[config.mk]
export PLATFORM = sky130hd
export DESIGN_NAME = ibus_cbus_responder
export DESIGN_NICKNAME = d
export VERILOG_FILES = /design/src/rtl/common.sv /design/src/rtl/ibus_cbus_responder.sv
export SDC_FILE = /design/constraint.sdc
export NUM_CORES = 1
export LEC_CHECK = 0
export ABC_AREA = 1
export BUFFER_PORTS_ARGS = -buffer_cell sky130_fd_sc_hd__buf_4
export CORE_MARGIN = 4
export CORE_UTILIZATION = 53
export CTS_BUF_LIST = sky130_fd_sc_hd__clkbuf_4
export CTS_CLUSTER_DIAMETER = 80
export DETAILED_ROUTE_END_ITERATION = 16
export PLACE_DENSITY = 0.88
export SLEW_MARGIN = 30
export SYNTH_ARGS = -nofsm -noshare
export SYNTH_HDL_FRONTEND = slang
export SYNTH_SLANG_ARGS = --single-unit
[constraint.sdc]
create_clock -name clk -period 3.1 [get_ports clk]
set_clock_uncertainty 0.2 [all_clocks]
set_input_delay 0.155 -clock clk [delete_from_list [all_inputs] [get_ports clk]]
set_output_delay 0.155 -clock clk [all_outputs]
set_load 0.005 [all_outputs]
[src/rtl/common.sv]
// common: shared bus bundle types for the ibus and cbus.
// Holds request/response structs and cbus encoding constants.
package common;

  typedef logic [2:0] msize_t;
  typedef logic [3:0] mlen_t;
  typedef logic [1:0] axi_burst_type_t;

  localparam msize_t          MSIZE1 = 3'd0;
  localparam msize_t          MSIZE2 = 3'd1;
  localparam msize_t          MSIZE4 = 3'd2;
  localparam msize_t          MSIZE8 = 3'd3;
  localparam mlen_t           MLEN1  = 4'd0;
  localparam axi_burst_type_t AXI_BURST_FIXED = 2'd0;
  localparam axi_burst_type_t AXI_BURST_INCR  = 2'd1;

  typedef struct packed {
    logic        valid;
    logic [63:0] addr;
  } ibus_req_t;

  typedef struct packed {
    logic        addr_ok;
    logic        data_ok;
    logic [31:0] data;
  } ibus_resp_t;

  typedef struct packed {
    logic            valid;
    logic            is_write;
    msize_t          size;
    logic [63:0]     addr;
    logic [7:0]      strobe;
    logic [63:0]     data;
    mlen_t           len;
    axi_burst_type_t burst;
  } cbus_req_t;

  typedef struct packed {
    logic        ready;
    logic        last;
    logic [63:0] data;
  } cbus_resp_t;

endpackage

[src/rtl/ibus_cbus_responder.sv]
// ibus_cbus_responder: serves ibus fetches as single-beat cbus reads.
// Optional one-entry line buffer enabled by `IBUS_LINEBUF_EN.
module ibus_cbus_responder
  import common::*;
(
  input  logic       clk,
  input  logic       reset,
  input  ibus_req_t  ireq,
  output ibus_resp_t iresp,
  output cbus_req_t  creq,
  input  cbus_resp_t cresp,
  input  logic       flush
);

  typedef enum logic [1:0] {
    IDLE,
    FETCH,
    RESP
  } state_t;

  state_t      state_q, state_d;
  logic [63:0] lat_addr_q, lat_addr_d;
  logic [63:0] rdata_q, rdata_d;
  logic        done;
  logic        hit;
  logic        accept;
  logic [63:0] hit_data;

  assign done   = cresp.ready && cresp.last;
  assign accept = (state_q == IDLE) && ireq.valid && !hit;

`ifdef IBUS_LINEBUF_EN
  logic        buf_valid_q, buf_valid_d;
  logic [60:0] buf_tag_q, buf_tag_d;
  logic [63:0] buf_data_q, buf_data_d;

  assign hit = ireq.valid && buf_valid_q
            && (ireq.addr[63:3] == buf_tag_q);
  assign hit_data = buf_data_q;

  always_comb begin
    buf_valid_d = buf_valid_q;
    buf_tag_d   = buf_tag_q;
    buf_data_d  = buf_data_q;
    if (state_q == FETCH && done) begin
      buf_valid_d = 1'b1;
      buf_tag_d   = lat_addr_q[63:3];
      buf_data_d  = cresp.data;
    end
    // invalidation must beat a fill landing on the same edge
    if (flush) buf_valid_d = 1'b0;
  end

  always_ff @(posedge clk) begin
    if (!reset) begin
      buf_valid_q <= 1'b0;
      buf_tag_q   <= '0;
      buf_data_q  <= '0;
    end else begin
      buf_valid_q <= buf_valid_d;
      buf_tag_q   <= buf_tag_d;
      buf_data_q  <= buf_data_d;
    end
  end
`else
  logic unused_flush;
  assign unused_flush = flush;
  assign hit          = 1'b0;
  assign hit_data     = '0;
`endif

  always_ff @(posedge clk) begin
    if (!reset) begin
      state_q    <= IDLE;
      lat_addr_q <= '0;
      rdata_q    <= '0;
    end else begin
      state_q    <= state_d;
      lat_addr_q <= lat_addr_d;
      rdata_q    <= rdata_d;
    end
  end

  always_comb begin
    state_d    = state_q;
    lat_addr_d = lat_addr_q;
    rdata_d    = rdata_q;
    unique case (state_q)
      IDLE: begin
        if (accept) begin
          state_d    = FETCH;
          lat_addr_d = ireq.addr;
        end
      end
      FETCH: begin
        if (done) begin
          state_d = RESP;
          rdata_d = cresp.data;
        end
      end
      RESP:    state_d = IDLE;
      default: state_d = IDLE;
    endcase
  end

  always_comb begin
    iresp = '0;
    creq  = '0;
    unique case (state_q)
      IDLE: begin
        iresp.addr_ok = accept;
        if ((state_q == IDLE) && hit) begin
          iresp.data_ok = 1'b1;
          iresp.data    = ireq.addr[2] ? hit_data[63:32]
                                       : hit_data[31:0];
        end
      end
      FETCH: begin
        creq.valid    = 1'b1;
        creq.is_write = 1'b0;
        creq.size     = MSIZE8;
        creq.len      = MLEN1;
        creq.burst    = AXI_BURST_FIXED;
        creq.strobe   = '0;
        creq.addr     = {lat_addr_q[63:3], 3'b000};
      end
      RESP: begin
        // fetch may have moved on; only answer the address it still wants
        if (ireq.valid && (ireq.addr == lat_addr_q)) begin
          iresp.data_ok = 1'b1;
          iresp.data    = lat_addr_q[2] ? rdata_q[63:32]
                                        : rdata_q[31:0];
        end
      end
      default: ;
    endcase
    if (!reset) iresp = '0;
  end

endmodule

; ---- After elaboration in Yosys (flattened, before gate mapping)
; Cells that the tools add are included.
; W data, S select, Z words.
[classes]
addsub = 0
multipliers = 0
div_mod_pow = 0
n_lt_le_gt_ge = 0
n_eq_ne = 5
shifts = 0
muxes = 9
bitwise_logic = 0
n_reduce_logical = 7
[ops]
columns = op, count
row1 = $mux W77, 1
row2 = $mux W33, 2
row3 = $eq A64 B64 Y1, 1
row4 = $mux W34, 1
row5 = $mux W32, 1
row6 = $reduce_and A2 Y1, 3
row7 = $mux W2, 2
row8 = $ne A2 B2 Y1 const B, 2
row9 = $pmux W2 S2, 1
row10 = $logic_and A1 B1 Y1, 3
row11 = $eq A2 B1 Y1 const B, 1
row12 = $eq A2 B2 Y1 const B, 1
row13 = $logic_not A2 Y1, 1
row14 = $mux W1, 1
[word_totals]
reg_bits = 130
latchBits = 0
ram_bits = 0
romBits = 0
in_bits = 134
output_inout_bits = 181
elab_cells = 24
n_memories = 0

; ---- Longest topological paths before layout
; Gate-level depths: netlist of run 1.
[logic_depth]
ltp_word = 5
ltp_mapped = 12
depth_no_buf = 10

; ---- Worst setup path after synthesis of run 1
; Ideal clock, no wire load.
[synth_path]
path_type = reg2out
from = register lat_addr_q[2]
to = output iresp[23] in the netlist's numbering
arrival_time_ns = 1.294
required_time_ns = 2.745
slack_ns = 1.451
stages_incl_launch_ff = 13
n_path_buf = 2
path_cell_list = dfxtp_1 > buf_4 > inv_2 > nand2_1 > nand2_1 > nor2_1 > nand2_1 > nor2_1 > nand2_1 > nor2_2 > nand3_2 > buf_6 > nor2_1
[synth_rtl]
columns = element, line
row1 = from (decl), ibus_cbus_responder.sv:22  ; logic [63:0] lat_addr_q, lat_addr_d;
row2 = from (signal assigned), ibus_cbus_responder.sv:79  ; lat_addr_q <= lat_addr_d;
row3 = to (decl), ibus_cbus_responder.sv:9  ; output ibus_resp_t iresp,

==> summary.txt, run 1 <==
Run status
  • Outcome: finished, final reports clean

Critical path
  • Kind of end point of the critical path: primary output
  • Largest delay share family, worst path: simple AND/OR/NAND/NOR gates
  • CP peak stage delay: 390 ps
  • Critical Path Start: lat_addr_q[37]$_SDFFE_PN0P_
  • Series of cell instances along the critical path: inv_1 > nand2_1 > o21ai_0 > nor2_1 > nand2_1 > nor2_1 > nand2_1 > nor2_2 > nand3_2 > buf_4 > nor2_1 > buf_4
  • Worst EP required: 2740 ps
  • Worst-case register-to-register setup slack: 1010 ps
  • Reg2reg path depth: 7
  • Crit path buf inv count: 3
  • Crit start category: flip-flop
  • Arrival time at the worst endpoint: 2440 ps
  • Crit Path Category: flip-flop to primary output
  • CP max FO: 33
  • CP Capture Point: iresp[23]
  • Slowest cell on the critical path: sky130_fd_sc_hd__dfxtp_1
  • Critical R2R Capture: rdata_q[41]$_SDFFE_PN0P_
  • R2R Path Start: state_q[0]$_SDFFE_PN0P_
  • Crit. path cell count: 12

Cells and area
  • Nets@finish: 1503
  • Sequential cell area in the final layout: 2600 um^2
  • Count of fill cells added during filler insertion: 795
  • Area of the multi-input gates: 3420 um^2
  • Area Overhead vs Synth: 42.1%
  • Ratio of cells with drive above 1 in the final layout: 0.212

GRT
  • Number of antenna violations at the first check in global routing: 1
  • Global-route wire length before repair: 36900 um
  • Pin count of the biggest net entering global routing: 130
  • Overall routing resource usage: 0.309
  • Via count of the first global-routing pass: 7551
  • Overall overflow remaining after global route: 0

STA
  • Post-route clock period utilization: 0.902
  • Final setup viols: 0
  • Time the final worst path needs with I/O delays and setup: 2800 ps
  • Slew at the pin closest to its max-slew limit: 819 ps
  • Final setup TNS: 0 ps
  • Fin Hold WS: 104 ps
  • Fmax: 357 MHz
  • Slew HR: 0.453
  • Max-slew violation count: 0
  • Final hold violation count: 0
  • RSZ-0062 raised after global routing: no

Clock network
  • Hold Buf Count CTS: 130
  • Number of sinks driven by the clock tree: 130
  • Clock tree from TritonCTS: built
  • Root Buffer: sky130_fd_sc_hd__clkbuf_4
  • Clock latency on the worst-skew pair: 540 ps
  • Deepest level of the CTS H-tree: 4
  • Post-CTS Setup Repair Bufs: 0
  • CTS buffer count: 17
  • Number of buffers between clock root and the deepest sink: 2
  • Quantity of gates resized following cts: 0
  • Clock input transition at the sequential cells of the worst setup and hold paths: 110 ps

Floorplanning
  • Starting Density: 0.548
  • Vertical die dimension: 123 um
  • Row Count: 41
  • Area of the core region: 12800 um^2
  • Overall die width: 123 um
  • Total die area: 15100 um^2
  • I/O pin cnt: 315

Logic synthesis
  • Sequential cell area fraction in the yosys report: 0.371
  • Post-synth ARST share: 0
  • Area of the mapped netlist: 7010 um^2
  • Count of unique library cells instantiated by Yosys: 21
  • Area contributors post-synth: sky130_fd_sc_hd__dfxtp_1 37%, sky130_fd_sc_hd__nor2_1 13%, sky130_fd_sc_hd__o21ai_0 9.9%
  • Most numerous cell in the Yosys netlist: sky130_fd_sc_hd__nor2_1
  • Post-synthesis sequential element count: 130
  • Cell type with the largest total area after synthesis: sky130_fd_sc_hd__dfxtp_1
  • Post-Syn Area per Cell: 6.72 um^2
  • Portion of synthesized cell area occupied by the leading cell type: 0.371
  • Synthesis Warnings: 0
  • Synthesized instance count: 1042
  • Most frequently used flop master after synthesis: sky130_fd_sc_hd__dfxtp_1
  • Post-synth top cells: 242 x sky130_fd_sc_hd__nor2_1, 139 x sky130_fd_sc_hd__nand2_1, 138 x sky130_fd_sc_hd__o21ai_0, 130 x sky130_fd_sc_hd__dfxtp_1, 107 x sky130_fd_sc_hd__inv_1
  • Number of enable-type register cells in the synthesized netlist: 0

Power
  • Static Leak: 4.87 nW
  • P per Cell Area: 374 nW/um^2
  • Maximum vdd drop: 301 uV

Place
  • Final RePlAce weighted congestion: 0.892
  • Count of buffers from port buffering: 230
  • Final HPWL DP: 13600 um

Route
  • DR DRC count: 0
  • Violation count after the first detailed-routing iteration: 796
  • Routed vias: 7825
  • Count of TritonRoute iterations in the first routing pass: 6
  • Total wire length after detailed routing: 24200 um
  • Routed Antenna Nets: 0
  • Vias/cell: 5.04
  • WL/cell: 15.6 um

Min path
  • Hold crit path type: primary input to flip-flop
  • Source of the worst hold timing path: reset

Run
  • Total of max-cap violations: 0
==> placed cells by master, fill, tap and decap left out, drive strengths merged <==
cell type	instances
xor2	5
nand3	3
diode	1
xnor2	11
nor2	264
mux2i	32
nand2	139
o22ai	3
dfxtp	130
conb	83
nor3	1
bufinv	1
dlygate4sd3	130
inv	110
a21oi	65
clkinv	9
o21ai	138
clkbuf	20
buf	236
==> worst register-to-register path: stages, from the launching register on <==
cell                      delay [ps]
sky130_fd_sc_hd__dfxtp_1         420
sky130_fd_sc_hd__inv_1            70
sky130_fd_sc_hd__nor2_2          230
sky130_fd_sc_hd__inv_2            90
sky130_fd_sc_hd__nor2_4          120
sky130_fd_sc_hd__buf_4           470
sky130_fd_sc_hd__o21ai_0         250
sky130_fd_sc_hd__nor2_1          200
==> area by class of cell <==
class	count	area share
multi-input cells	744	0.343
repair buffers	366	0.309
flip-flops and latches	130	0.262
inverters	110	0.0417
well taps	172	0.0216
clock buffers	20	0.0151
clock inverters	10	0.00704
diodes	1	0.000251
==> layer usage <==
layer	track usage	share of wire	vias to the layer above
met5	0	0	-
met4	0.171	0.048	0
met3	0.0874	0.092	112
met2	0.540	0.50	465
met1	0.337	0.36	3533
li1	-	-	3715
==> report_power, final <==
part | total (mW) | leakage [nW] | internal, mW | switching [mW]
clock network | 0.998 | 0.132 | 0.397 | 0.601
logic | 0.872 | 3.67 | 0.409 | 0.463
registers | 1.85 | 1.07 | 1.78 | 0.0730
==> flip-flops by register name (all words and copies together), names as in the netlist <==
name and flops:
rdata_q 64, state_q 2, lat_addr_q 64
==> through the flow <==
stage	std cells	cell area, um^2	setup WS (ps)	total power [mW]	utilization
floorplan	1124	7310	1450	2.36	-
global placement	1392	8420	1010	2.55	0.659
detailed placement	1392	8430	954	2.57	0.660
CTS	1552	9950	321	3.68	0.779
global route	1553	9950	55.2	3.89	0.779
finish	1553	9950	302	3.72	0.779
==> worst min-delay path by stage <==
stage / to / slack (ps) / depth (start not counted)
after floorplan: rdata_q[0]$_SDFFE_PN0P_ / 90 / 2
after global placement: rdata_q[18]$_SDFFE_PN0P_ / 170 / 3
after detailed placement: rdata_q[58]$_SDFFE_PN0P_ / 180 / 3
after CTS: rdata_q[17]$_SDFFE_PN0P_ / 80 / 4
after global routing: rdata_q[23]$_SDFFE_PN0P_ / 120 / 4
final: lat_addr_q[41]$_SDFFE_PN0P_ / 100 / 4
==> logic make-up (layout without fill, tap and decap cells) <==
family,count (synthesis),after routing,synth area share
AOI/OAI and AO/OA,206,206,0.148
xor gates and xnor gates,16,16,0.0200
buffers and inverters,250,506,0.186
DFF,130,130,0.371
muxes,32,32,0.0457
other,1,84,0.000535
and+or+nand+nor,407,407,0.228
Power figures use the tool's default switching activity.
==> run 2: changes to the inputs <==
- ABC_AREA: 1 -> default
- CORE_ASPECT_RATIO: default -> 1.5
- CORE_UTILIZATION: 53 -> 54
==> run 2 against run 1 <==
First-iteration DRC count decreased by 68%. Maximum frequency down 5.5%. Global-route usage decreased by 0.47 points. Clock power fell by 0.5%. Sequential share of layout area decreased by 0.92 points. Sequential cell count unchanged. Non-clock buffer count is 4 higher. Register-to-register slack about the same. Synthesized cell count fell by 14%. Via count down 9.0%. Die area up 2.3%.
==> summary.txt, run 2 <==
Route
  • Violation count after the first detailed-routing iteration: 257 (-68%)
  • DR DRC count: 0 (unchanged)
  • Total wire length after detailed routing: 24000 um (-0.88%)
  • WL/cell: 17.2 um (+10%)
  • Routed vias: 7119 (-9.0%)
  • Count of TritonRoute iterations in the first routing pass: 5 (-1)
  • Vias/cell: 5.11 (+1.4%)
  • Routed Antenna Nets: 0 (unchanged)

Power
  • P per Cell Area: 346 nW/um^2 (-7.6%)
  • Maximum vdd drop: 246 uV (-18%)
  • Tot Pwr: 3.57 mW (-4.2%)
  • Static Leak: 4.20 nW (-14%)

Clock network
  • Clock tree from TritonCTS: built
  • CTS buffer count: 17 (unchanged)
  • Clock input transition at the sequential cells of the worst setup and hold paths: 120 ps (about the same)
  • Deepest level of the CTS H-tree: 4 (unchanged)
  • Clock latency on the worst-skew pair: 490 ps (-50 ps)
  • Number of sinks driven by the clock tree: 130 (unchanged)
  • Number of buffers between clock root and the deepest sink: 2 (unchanged)
  • Post-CTS Setup Repair Bufs: 0 (unchanged)
  • Root Buffer: sky130_fd_sc_hd__clkbuf_4

Logic synthesis
  • Post-Syn Area per Cell: 8.15 um^2 (+21%)
  • Count of unique library cells instantiated by Yosys: 34 (+62%)
  • Sequential cell area fraction in the yosys report: 0.357 (-0.0146)
  • Area of the mapped netlist: 7290 um^2 (+4.1%)
  • Synthesis Warnings: 0 (unchanged)
  • Portion of synthesized cell area occupied by the leading cell type: 0.357 (-0.0146)
  • Post-synth ARST share: 0 (unchanged)
  • Area contributors post-synth: sky130_fd_sc_hd__dfxtp_1 36%, sky130_fd_sc_hd__nand2_1 13%, sky130_fd_sc_hd__a21boi_0 13%
  • Cell type with the largest total area after synthesis: sky130_fd_sc_hd__dfxtp_1
  • Most numerous cell in the Yosys netlist: sky130_fd_sc_hd__nand2_1
  • Post-synth top cells: 259 x sky130_fd_sc_hd__nand2_1, 130 x sky130_fd_sc_hd__dfxtp_1, 129 x sky130_fd_sc_hd__a21boi_0, 86 x sky130_fd_sc_hd__buf_4, 62 x sky130_fd_sc_hd__and2_1
  • Post-synthesis sequential element count: 130 (unchanged)
  • Most frequently used flop master after synthesis: sky130_fd_sc_hd__dfxtp_1
  • Synthesized instance count: 895 (-14%)
  • Number of enable-type register cells in the synthesized netlist: 0 (unchanged)

GRT
  • Overall routing resource usage: 0.304 (-0.00472)
  • Number of antenna violations at the first check in global routing: 1 (unchanged)
  • Global-route wire length before repair: 36800 um (-0.37%)
  • Pin count of the biggest net entering global routing: 67 (-48%)
  • Via count of the first global-routing pass: 7345 (-2.7%)
  • Overall overflow remaining after global route: 0 (unchanged)

STA
  • Slew HR: 0.526 (+0.0725)
  • Post-route clock period utilization: 0.955 (+0.0530)
  • Final setup TNS: 0 ps (unchanged)
  • Slew at the pin closest to its max-slew limit: 710 ps (-109 ps)
  • Final setup viols: 0 (unchanged)
  • RSZ-0062 raised after global routing: no
  • Fmax: 338 MHz (-5.5%)
  • Time the final worst path needs with I/O delays and setup: 2960 ps (+164 ps)
  • Final hold violation count: 0 (unchanged)
  • Max-slew violation count: 0 (unchanged)

Critical path
  • Worst-case register-to-register setup slack: 1020 ps (about the same)
  • Crit Path Category: flip-flop to primary output
  • Kind of end point of the critical path: primary output
  • Worst EP required: 2740 ps (about the same)
  • CP max FO: 33 (unchanged)
  • Arrival time at the worst endpoint: 2610 ps (+170 ps)
  • Crit start category: flip-flop

Cells and area
  • Ratio of cells with drive above 1 in the final layout: 0.252 (+0.0406)
  • Most common cell after layout, fill and taps aside: sky130_fd_sc_hd__nand2_1
  • Area Overhead vs Synth: 41.4%
  • Largest registers ranked by flip-flop count: lat_addr_q x64, rdata_q x64, state_q x2
  • Most used cells in the layout excluding fill and tap cells: 259 x sky130_fd_sc_hd__nand2_1, 237 x sky130_fd_sc_hd__buf_4, 130 x sky130_fd_sc_hd__dlygate4sd3_1, 129 x sky130_fd_sc_hd__a21boi_0, 129 x sky130_fd_sc_hd__dfxtp_1
  • Final Util: 0.788 (+0.00931)
  • Post-layout instance count excluding filler cells: 1394 (-10%)
  • Nets@finish: 1356 (-9.8%)

Min path
  • Hold crit path type: primary input to flip-flop

Floorplanning
  • Total die area: 15500 um^2 (+2.3%)
  • I/O pin cnt: 315 (unchanged)
  • Overall die width: 103 um (-16%)
  • Starting Density: 0.557 (+0.00900)
  • Vertical die dimension: 150 um (+22%)
  • Row Count: 51 (+24%)
  • Area of the core region: 13100 um^2 (+2.4%)

Place
  • Final HPWL DP: 14400 um (+6.1%)
  • Count of buffers from port buffering: 230 (unchanged)
  • Number of instances in the placed design: 1232 (-11%)
  • Final RePlAce weighted congestion: 0.832 (-6.8%)

Run
  • Total of max-cap violations: 0 (unchanged)

Run status
  • Outcome: finished, final reports clean
## run 2: what timing repair did
action	4_1_cts	5_1_grt
resized for setup	0	2
hold buffers	130	0
endpoints found under the setup margin	0	17
hold endpoints to repair	129	0
## run 2: cells by family after synthesis
logic type,after synthesis,synth area share
compound gates,136,0.141
xor+xnor,54,0.0649
buf+inv,151,0.125
flops,130,0.357
mux,32,0.0439
other cells,1,0.000514
simple gates,391,0.268
## run 2: cell type report
class                           instances  area (um^2)
Clock inverter                         12         95.1
Sequential cell                       130         2600
Timing Repair Buffer                  370         3130
Inverter                                7         26.3
Tap cell                              159          199
Clock buffer                           18          135
Multi-Input combinational cell        696         4120
Fill cell                             750         2770
Antenna cell                            2         5.00
## run 2: critical path, cell delays in order, from the launching register on
cell                      delay, ps
sky130_fd_sc_hd__dfxtp_1        340
sky130_fd_sc_hd__xnor2_1        300
sky130_fd_sc_hd__nand4_1        240
sky130_fd_sc_hd__nor4_2         350
sky130_fd_sc_hd__nand3_2        120
sky130_fd_sc_hd__buf_4          310
sky130_fd_sc_hd__nor3_1         270
sky130_fd_sc_hd__buf_4          150
## run 2: metrics by stage
| stage | worst slack (ps) | instance area, um^2 | hold WS [ps] |
|---|---|---|---|
| 4_1_cts | 36.1 | 10300 | 49.7 |
| 2_1_floorplan | 1080 | 7600 | 99.9 |
| 6_report | 138 | 10300 | 94.2 |
| 3_5_place_dp | 651 | 8770 | 225 |
| 3_3_place_gp | 702 | 8770 | 218 |
| 5_1_grt | 30.7 | 10300 | 96.3 |
## run 2: where the power goes
part | switching [mW] | internal, mW
sequential | 0.0580 | 1.74
combinational | 0.368 | 0.404
clock | 0.606 | 0.387
total | 1.03 | 2.54
## run 2: per-layer routing
layer,up-vias,share of wire,global-route usage,wire length (um)
met5,-,0,0,0
met4,0,0.054,0.180,1300
met3,98,0.070,0.0640,1690
met2,358,0.54,0.559,12900
met1,3285,0.34,0.306,8150
li1,3378,-,-,-
## run 2: path summary, 6_finish.rpt
check                               from                          end  cells past startpoint
max reg2reg      state_q[0]$_SDFFE_PN0P_  lat_addr_q[58]$_SDFFE_PN0P_                      5
min                             ireq[64]  lat_addr_q[61]$_SDFFE_PN0P_                      5
max          lat_addr_q[38]$_SDFFE_PN0P_                     iresp[2]                      7
min reg2reg     rdata_q[13]$_SDFFE_PN0P_     rdata_q[13]$_SDFFE_PN0P_                      2
